File: config.mk
export PLATFORM = sky130hd
export DESIGN_NAME = ram_access_ctrl_flat
export DESIGN_NICKNAME = d
export VERILOG_FILES = /design/src/rtl/ram_access_ctrl_pkg.sv /design/src/rtl/ram_access_ctrl_if.sv /design/src/rtl/ram_beat_counter.sv /design/src/rtl/ram_access_ctrl.sv /design/src/flat_wrapper.sv
export SDC_FILE = /design/constraint.sdc
export NUM_CORES = 1
export LEC_CHECK = 0
export BUFFER_PORTS_ARGS = -buffer_cell sky130_fd_sc_hd__buf_2
export CAP_MARGIN = 10
export CORE_ASPECT_RATIO = 1.4
export CORE_MARGIN = 2
export CORE_UTILIZATION = 41
export DETAILED_ROUTE_END_ITERATION = 6
export MAX_ROUTING_LAYER = met4
export PLACE_DENSITY = 0.84
export SLEW_MARGIN = 25
export SYNTH_ARGS = -nofsm -noshare
export SYNTH_HDL_FRONTEND = slang
export SYNTH_SLANG_ARGS = --single-unit
export TNS_END_PERCENT = 20
File: constraint.sdc
create_clock -name clock -period 1.7 [get_ports clock]
set_input_delay 0 -clock clock [delete_from_list [all_inputs] [get_ports clock]]
set_output_delay 0 -clock clock [all_outputs]
set_load 0.05 [all_outputs]
File: src/rtl/ram_access_ctrl_pkg.sv
// Shared types and constants for the data-RAM access controller.
package ram_access_ctrl_pkg;

  localparam int unsigned ADDR_W    = 9;
  localparam int unsigned DATA_W    = 32;
  localparam int unsigned LEN_W     = 3;
  localparam int unsigned RAM_DEPTH = 1 << ADDR_W;

  typedef enum logic [1:0] {
    IDLE  = 2'd0,
    WRITE = 2'd1,
    READ  = 2'd2,
    DRAIN = 2'd3
  } state_e;

  // Request as captured from the CPU side at the accepting edge.
  typedef struct packed {
    logic              write;
    logic [ADDR_W-1:0] addr;
    logic [LEN_W-1:0]  len;
  } req_t;

  // Word-address increment; wraps 511 -> 0.
  function automatic logic [ADDR_W-1:0] addr_inc(input logic [ADDR_W-1:0] a);
    return ADDR_W'(a + 1'b1);
  endfunction

endpackage

File: src/rtl/ram_access_ctrl_if.sv
// CPU request/beat channels plus the RAM pin bundle seen by the controller.
interface ram_access_ctrl_if;
  import ram_access_ctrl_pkg::*;

  logic              req_valid;
  logic              req_ready;
  logic              req_write;
  logic [ADDR_W-1:0] req_addr;
  logic [LEN_W-1:0]  req_len;
  logic              wr_valid;
  logic              wr_ready;
  logic [DATA_W-1:0] wr_data;
  logic              rd_valid;
  logic [DATA_W-1:0] rd_data;
  logic              done;
  logic              mem_read;
  logic              mem_write;
  logic [ADDR_W-1:0] mem_addr;
  logic [DATA_W-1:0] mem_din;
  logic [DATA_W-1:0] mem_dout;

  // Controller side.
  modport slave (
    input  req_valid, req_write, req_addr, req_len, wr_valid, wr_data, mem_dout,
    output req_ready, wr_ready, rd_valid, rd_data, done,
           mem_read, mem_write, mem_addr, mem_din
  );

  // Datapath and RAM side.
  modport master (
    output req_valid, req_write, req_addr, req_len, wr_valid, wr_data, mem_dout,
    input  req_ready, wr_ready, rd_valid, rd_data, done,
           mem_read, mem_write, mem_addr, mem_din
  );

endinterface

File: src/rtl/ram_beat_counter.sv
// Remaining-beat down-counter and wrapping word-address register for a burst.
module ram_beat_counter
  import ram_access_ctrl_pkg::*;
(
  input  logic              clock,
  input  logic              clear,
  input  logic              load,
  input  logic              step,
  input  logic [ADDR_W-1:0] load_addr,
  input  logic [LEN_W-1:0]  load_len,
  output logic [ADDR_W-1:0] addr,
  output logic              last_c
);

  logic [LEN_W-1:0] remaining;

  // Load on request accept, advance one word per issued beat.
  always_ff @(posedge clock) begin
    if (clear) begin
      addr      <= '0;
      remaining <= '0;
    end else if (load) begin
      addr      <= load_addr;
      remaining <= load_len;
    end else if (step) begin
      addr <= addr_inc(addr);
      if (remaining != '0) remaining <= LEN_W'(remaining - 1'b1);
    end
  end

  assign last_c = (remaining == '0);

endmodule

File: src/rtl/ram_access_ctrl.sv
// Burst sequencer driving the single-port 512x32 data RAM pins.
module ram_access_ctrl
  import ram_access_ctrl_pkg::*;
(
  input  logic              clock,
  input  logic              clear,
  ram_access_ctrl_if.slave  bus
);

  state_e            state_q, state_d;
  req_t              req;
  logic              mem_read_d, mem_write_d, rd_valid_d, done_d;
  logic [ADDR_W-1:0] mem_addr_d;
  logic [DATA_W-1:0] mem_din_d;
  logic              cnt_load, cnt_step, cnt_last_c;
  logic [ADDR_W-1:0] cnt_load_addr, cnt_addr;

  assign req.write = bus.req_write;
  assign req.addr  = bus.req_addr;
  assign req.len   = bus.req_len;

  // Handshake readies decode straight from state; read data is the RAM's own register.
  assign bus.req_ready = (state_q == IDLE);
  assign bus.wr_ready  = (state_q == WRITE);
  assign bus.rd_data   = bus.mem_dout;

  ram_beat_counter u_beat_counter (
    .clock     (clock),
    .clear     (clear),
    .load      (cnt_load),
    .step      (cnt_step),
    .load_addr (cnt_load_addr),
    .load_len  (req.len),
    .addr      (cnt_addr),
    .last_c    (cnt_last_c)
  );

  // Next state and next values of the registered RAM/response outputs.
  always_comb begin
    state_d       = state_q;
    mem_read_d    = 1'b0;
    mem_write_d   = 1'b0;
    mem_addr_d    = bus.mem_addr;
    mem_din_d     = bus.mem_din;
    rd_valid_d    = bus.mem_read;
    done_d        = 1'b0;
    cnt_load      = 1'b0;
    cnt_step      = 1'b0;
    cnt_load_addr = req.addr;
    case (state_q)
      IDLE: begin
        if (bus.req_valid) begin
          cnt_load = 1'b1;
          if (req.write) begin
            state_d = WRITE;
          end else begin
            // First read issues on the accepting edge; counter tracks the next word.
            state_d       = READ;
            mem_read_d    = 1'b1;
            mem_addr_d    = req.addr;
            cnt_load_addr = addr_inc(req.addr);
          end
        end
      end
      WRITE: begin
        if (bus.wr_valid) begin
          mem_write_d = 1'b1;
          mem_addr_d  = cnt_addr;
          mem_din_d   = bus.wr_data;
          cnt_step    = 1'b1;
          if (cnt_last_c) begin
            done_d  = 1'b1;
            state_d = IDLE;
          end
        end
      end
      READ: begin
        if (cnt_last_c) begin
          done_d  = 1'b1;
          state_d = DRAIN;
        end else begin
          mem_read_d = 1'b1;
          mem_addr_d = cnt_addr;
          cnt_step   = 1'b1;
        end
      end
      DRAIN: begin
        state_d = IDLE;
      end
      default: begin
        state_d = IDLE;
      end
    endcase
  end

  // State and output registers; clear discards any burst in flight.
  always_ff @(posedge clock) begin
    if (clear) begin
      state_q       <= IDLE;
      bus.mem_read  <= 1'b0;
      bus.mem_write <= 1'b0;
      bus.mem_addr  <= '0;
      bus.mem_din   <= '0;
      bus.rd_valid  <= 1'b0;
      bus.done      <= 1'b0;
    end else begin
      state_q       <= state_d;
      bus.mem_read  <= mem_read_d;
      bus.mem_write <= mem_write_d;
      bus.mem_addr  <= mem_addr_d;
      bus.mem_din   <= mem_din_d;
      bus.rd_valid  <= rd_valid_d;
      bus.done      <= done_d;
    end
  end

endmodule
File: src/flat_wrapper.sv
// flat-port wrapper written by rule: the top's interface ports become plain ports
module ram_access_ctrl_flat import ram_access_ctrl_pkg::*;
  (clock, clear, bus_req_valid, bus_req_write, bus_req_addr, bus_req_len, bus_wr_valid, bus_wr_data, bus_mem_dout, bus_req_ready, bus_wr_ready, bus_rd_valid, bus_rd_data, bus_done, bus_mem_read, bus_mem_write, bus_mem_addr, bus_mem_din);
  ram_access_ctrl_if bus_i ();
  input  logic clock;
  input  logic clear;
  input wire logic [$bits(bus_i.req_valid)-1:0] bus_req_valid;
  input wire logic [$bits(bus_i.req_write)-1:0] bus_req_write;
  input wire logic [$bits(bus_i.req_addr)-1:0] bus_req_addr;
  input wire logic [$bits(bus_i.req_len)-1:0] bus_req_len;
  input wire logic [$bits(bus_i.wr_valid)-1:0] bus_wr_valid;
  input wire logic [$bits(bus_i.wr_data)-1:0] bus_wr_data;
  input wire logic [$bits(bus_i.mem_dout)-1:0] bus_mem_dout;
  output wire logic [$bits(bus_i.req_ready)-1:0] bus_req_ready;
  output wire logic [$bits(bus_i.wr_ready)-1:0] bus_wr_ready;
  output wire logic [$bits(bus_i.rd_valid)-1:0] bus_rd_valid;
  output wire logic [$bits(bus_i.rd_data)-1:0] bus_rd_data;
  output wire logic [$bits(bus_i.done)-1:0] bus_done;
  output wire logic [$bits(bus_i.mem_read)-1:0] bus_mem_read;
  output wire logic [$bits(bus_i.mem_write)-1:0] bus_mem_write;
  output wire logic [$bits(bus_i.mem_addr)-1:0] bus_mem_addr;
  output wire logic [$bits(bus_i.mem_din)-1:0] bus_mem_din;
  assign bus_i.req_valid = bus_req_valid;
  assign bus_i.req_write = bus_req_write;
  assign bus_i.req_addr = bus_req_addr;
  assign bus_i.req_len = bus_req_len;
  assign bus_i.wr_valid = bus_wr_valid;
  assign bus_i.wr_data = bus_wr_data;
  assign bus_i.mem_dout = bus_mem_dout;
  assign bus_req_ready = bus_i.req_ready;
  assign bus_wr_ready = bus_i.wr_ready;
  assign bus_rd_valid = bus_i.rd_valid;
  assign bus_rd_data = bus_i.rd_data;
  assign bus_done = bus_i.done;
  assign bus_mem_read = bus_i.mem_read;
  assign bus_mem_write = bus_i.mem_write;
  assign bus_mem_addr = bus_i.mem_addr;
  assign bus_mem_din = bus_i.mem_din;
  ram_access_ctrl u_core (.clock(clock), .clear(clear), .bus(bus_i));
endmodule
==> flow_summary.toml <==
[finish]
layout_common_cells = "95 x buf_2, 76 x nand2_1, 55 x dfxtp_1"
seqCellArea_um2 = 1190
final_common_cell = "buf_2"
final_cells = 582
fillers = 619
final_nets = 570
insertedDiodeCount = 0
area.growth.synth_to_final_pct = 41.3
utilization_pct = 58.9
multi_input_area_um2 = 1580
drive_gt1_share_pct = 36.9
stdcell_area_um2 = 4280

[power_and_ir_drop]
sw_frac_of_total_pct = 41.9
switchingPower_w = 0.00310
leakage_nw = 1.81
seqPwrFrac_pct = 26.7
vdd_ir_drop_max_mv = 0.756
clock_power_share_pct = 21.5
p_comb_share_pct = 51.8
intPower_w = 0.00429
power.density_nw_per_um2 = 1730

[global_routing]
grt_pass1_vias = 3029
grt_pass1_wl_um = 13500
grt_max_degree = 35
antenna_found_initial = 0
track_usage_pct = 21.4
overflow = 0

[placed_design]
dpl.hpwl_um = 5560
pre_cts_slack_ps = -83.9
place_inst = 522
io_buffers = 95
placed_cell_area_um2 = 3480
gp_congestion = 0.836

[synth]
synth-edff-count = 0
seq_area_frac_synth_pct = 39.0
ys_ff_latch = 59
synth_nets = 452
ys.flop_type = "dfxtp_1"
synth_cell_types = 48
synthCells = 362
synthesis.area_um2 = 3030
async_reset_ff_share_pct = 0
syn_avg_cell_area_um2 = 8.37
ys.warnings.count = 0

[route]
drc = 0
drtIter0Drc = 79
ant_nets = 0
drt_first_pass_iters = 4
vias = 3007
drt-vias-per-instance = 5.17
drt_wl_total_um = 8780
wire_per_inst_um = 15.1

[critical_path]
path_max_fanout = 8
cp_slowest_stage_delay_ps = 390
cp-start-kind = "register"
worstPathArrival_ps = 1990
crit_path_top_delay_cell = "dfxtp_4"
path_class = "register to register"
worstPathCellList = "inv_6 -> ha_4 -> and3b_2 -> nor4b_4 -> buf_4 -> buf_12 -> nor2_1 -> a311oi_1"
critical_path.endpoint_type = "register"
worstPathRequired_ps = 1950

[cts]
htreeDepth = 3
clkSinkCount = 59
insertion_delay_ps = 340
numCtsBuffers = 9
cts_tree = "built"
cts_buffer_depth = 2
clkSlewWorstSetupHoldPaths_ps = 70
root_buffer = "clkbuf_8"

[timing]
worst_slew_pin_slew_ps = 394
setup_viol = 3
max_freq_mhz = 573
rsz0062_at_grt = "yes"
period_needed_ps = 1740
fin_skew_ps = 10.8
finalWorstSetupSlack_ps = -45.0
finalSetupTns_ps = -106
drv_slew = 0
finalCritPeriodShare_pct = 103
hold_violations = 0
maxSlewHeadroom_pct = 73.7

[flow_run]
max_cap_violations = 0

[floorplan]
die_area_um2 = 8100
die_height_um = 106
rows = 37
dieWidth_um = 76.7
ios = 160
core-area_um2 = 7270
floorplan.initialDensity_pct = 41.7

[outcome]
failed_checks = "setup timing"
outcome = "finished, violations left"

[min_path]
hold_class = "input port to primary output"
==> logic make-up after synthesis <==
logic type               after synthesis  synth area share, %
XOR/XNOR                               6                 1.73
multiplexers                           9                 2.97
adder cells (fa/ha/maj)                9                 3.72
AND/OR/NAND/NOR                      141                 22.9
AO/OA/AOI/OAI                         80                 17.7
flip-flops                            59                 39.0
buffers and inverters                 58                 12.0
==> area by class of cell <==
cell class / instances / area share [%]
multi-input combinational: 245 / 37.0
sequential: 59 / 27.8
timing repair buffer: 161 / 26.0
clock buffer: 10 / 3.21
tap: 97 / 2.83
clock inverter: 6 / 2.63
inverter: 4 / 0.526
==> registers in the layout, indices dropped and copies added, names as in the netlist <==
signal / flops
u_core.bus.mem_read: 1
u_core.bus.rd_valid: 1
u_core.bus.mem_addr: 9
u_core.bus.done: 1
u_core.state_q: 2
u_core.u_beat_counter.remaining: 3
u_core.bus.mem_write: 1
u_core.bus.mem_din: 32
u_core.u_beat_counter.addr: 9
==> path summary, 6_finish.rpt <==
path	startpoint	endpoint	slack [ps]	cells past startpoint
worst min-delay path	bus_mem_dout[24]	bus_rd_data[24]	0.01	0
worst min register to register	u_core.bus.mem_din[1]	u_core.bus.mem_din[1]	450	2
worst max register to register	u_core.state_q[0]	u_core.bus.mem_addr[6]	-40	8
worst max-delay path	u_core.state_q[0]	u_core.bus.mem_addr[6]	-40	8
==> synthesized netlist by cell type, types with 2 or more instances <==
library cell   n  area (um2)
nor3b_1        2        15.0
a21oi_1       37         185
nand2b_1       2        12.5
and2_1         2        12.5
clkbuf_1      15        56.3
a311oi_1       3        26.3
nand4_1        4        25.0
buf_2          3        15.0
dfxtp_1       59        1180
nand2_1       76         285
buf_6          3        33.8
buf_4         32         240
o31ai_1        5        37.5
xor2_1         2        17.5
nand3_1        3        15.0
xnor2_1        4        35.0
or4_1          5        37.5
a31o_2         2        17.5
a211oi_1      11        82.6
a211o_1        3        26.3
and3_1         2        12.5
nor2_1        20        75.1
o21ai_0        6        30.0
a31oi_1        4        25.0
ha_1           9         113
nor2b_1        4        25.0
or3_1          6        37.5
o21a_1         2        15.0
inv_1          4        15.0
nor3_1         6        30.0
mux2i_1        9        90.1
==> power groups by stage <==
stage | sequential (W) | clock [W] | combinational (W)
2_1_floorplan | 0.00265 | 0 | 0.00185
3_3_place_gp | 0.00194 | 0 | 0.00312
3_5_place_dp | 0.00196 | 0 | 0.00318
4_1_cts | 0.00194 | 0.00161 | 0.00340
5_1_grt | 0.00202 | 0.00167 | 0.00408
6_report | 0.00197 | 0.00159 | 0.00383
==> per-layer routing <==
layer / up-vias / GRT usage, % / wire (um)
met4: 0 / 11.6 / 284
met1: 1415 / 19.0 / 3150
met2: 110 / 40.4 / 4880
li1: 1456 / - / -
met5: - / - / 0
met3: 26 / 5.74 / 461
==> worst max-delay path: cells and delay by family (launching register included) <==
family	cells	cell delay, ps
and+or+nand+nor	3	510
DFF	1	390
buffers and inverters	3	360
AOI/OAI and AO/OA	1	210
adders and majority gates	1	170
==> stage by stage <==
step	total power [W]	hold WS [ps]
detailed placement	0.00514	0.341
floorplan	0.00450	136
global placement	0.00506	0.341
CTS	0.00696	0.341
finish	0.00739	0.0140
global route	0.00777	0.0714
==> repair_timing <==
action,CTS,global route
cloned,0,1
hold endpoints to repair,35,0
hold buffers,35,0
pin swaps,4,24
buffers inserted,3,5
resized for setup,7,25
setup endpoints to repair,18,20
No activity file was read; power rests on OpenSTA's default activity.
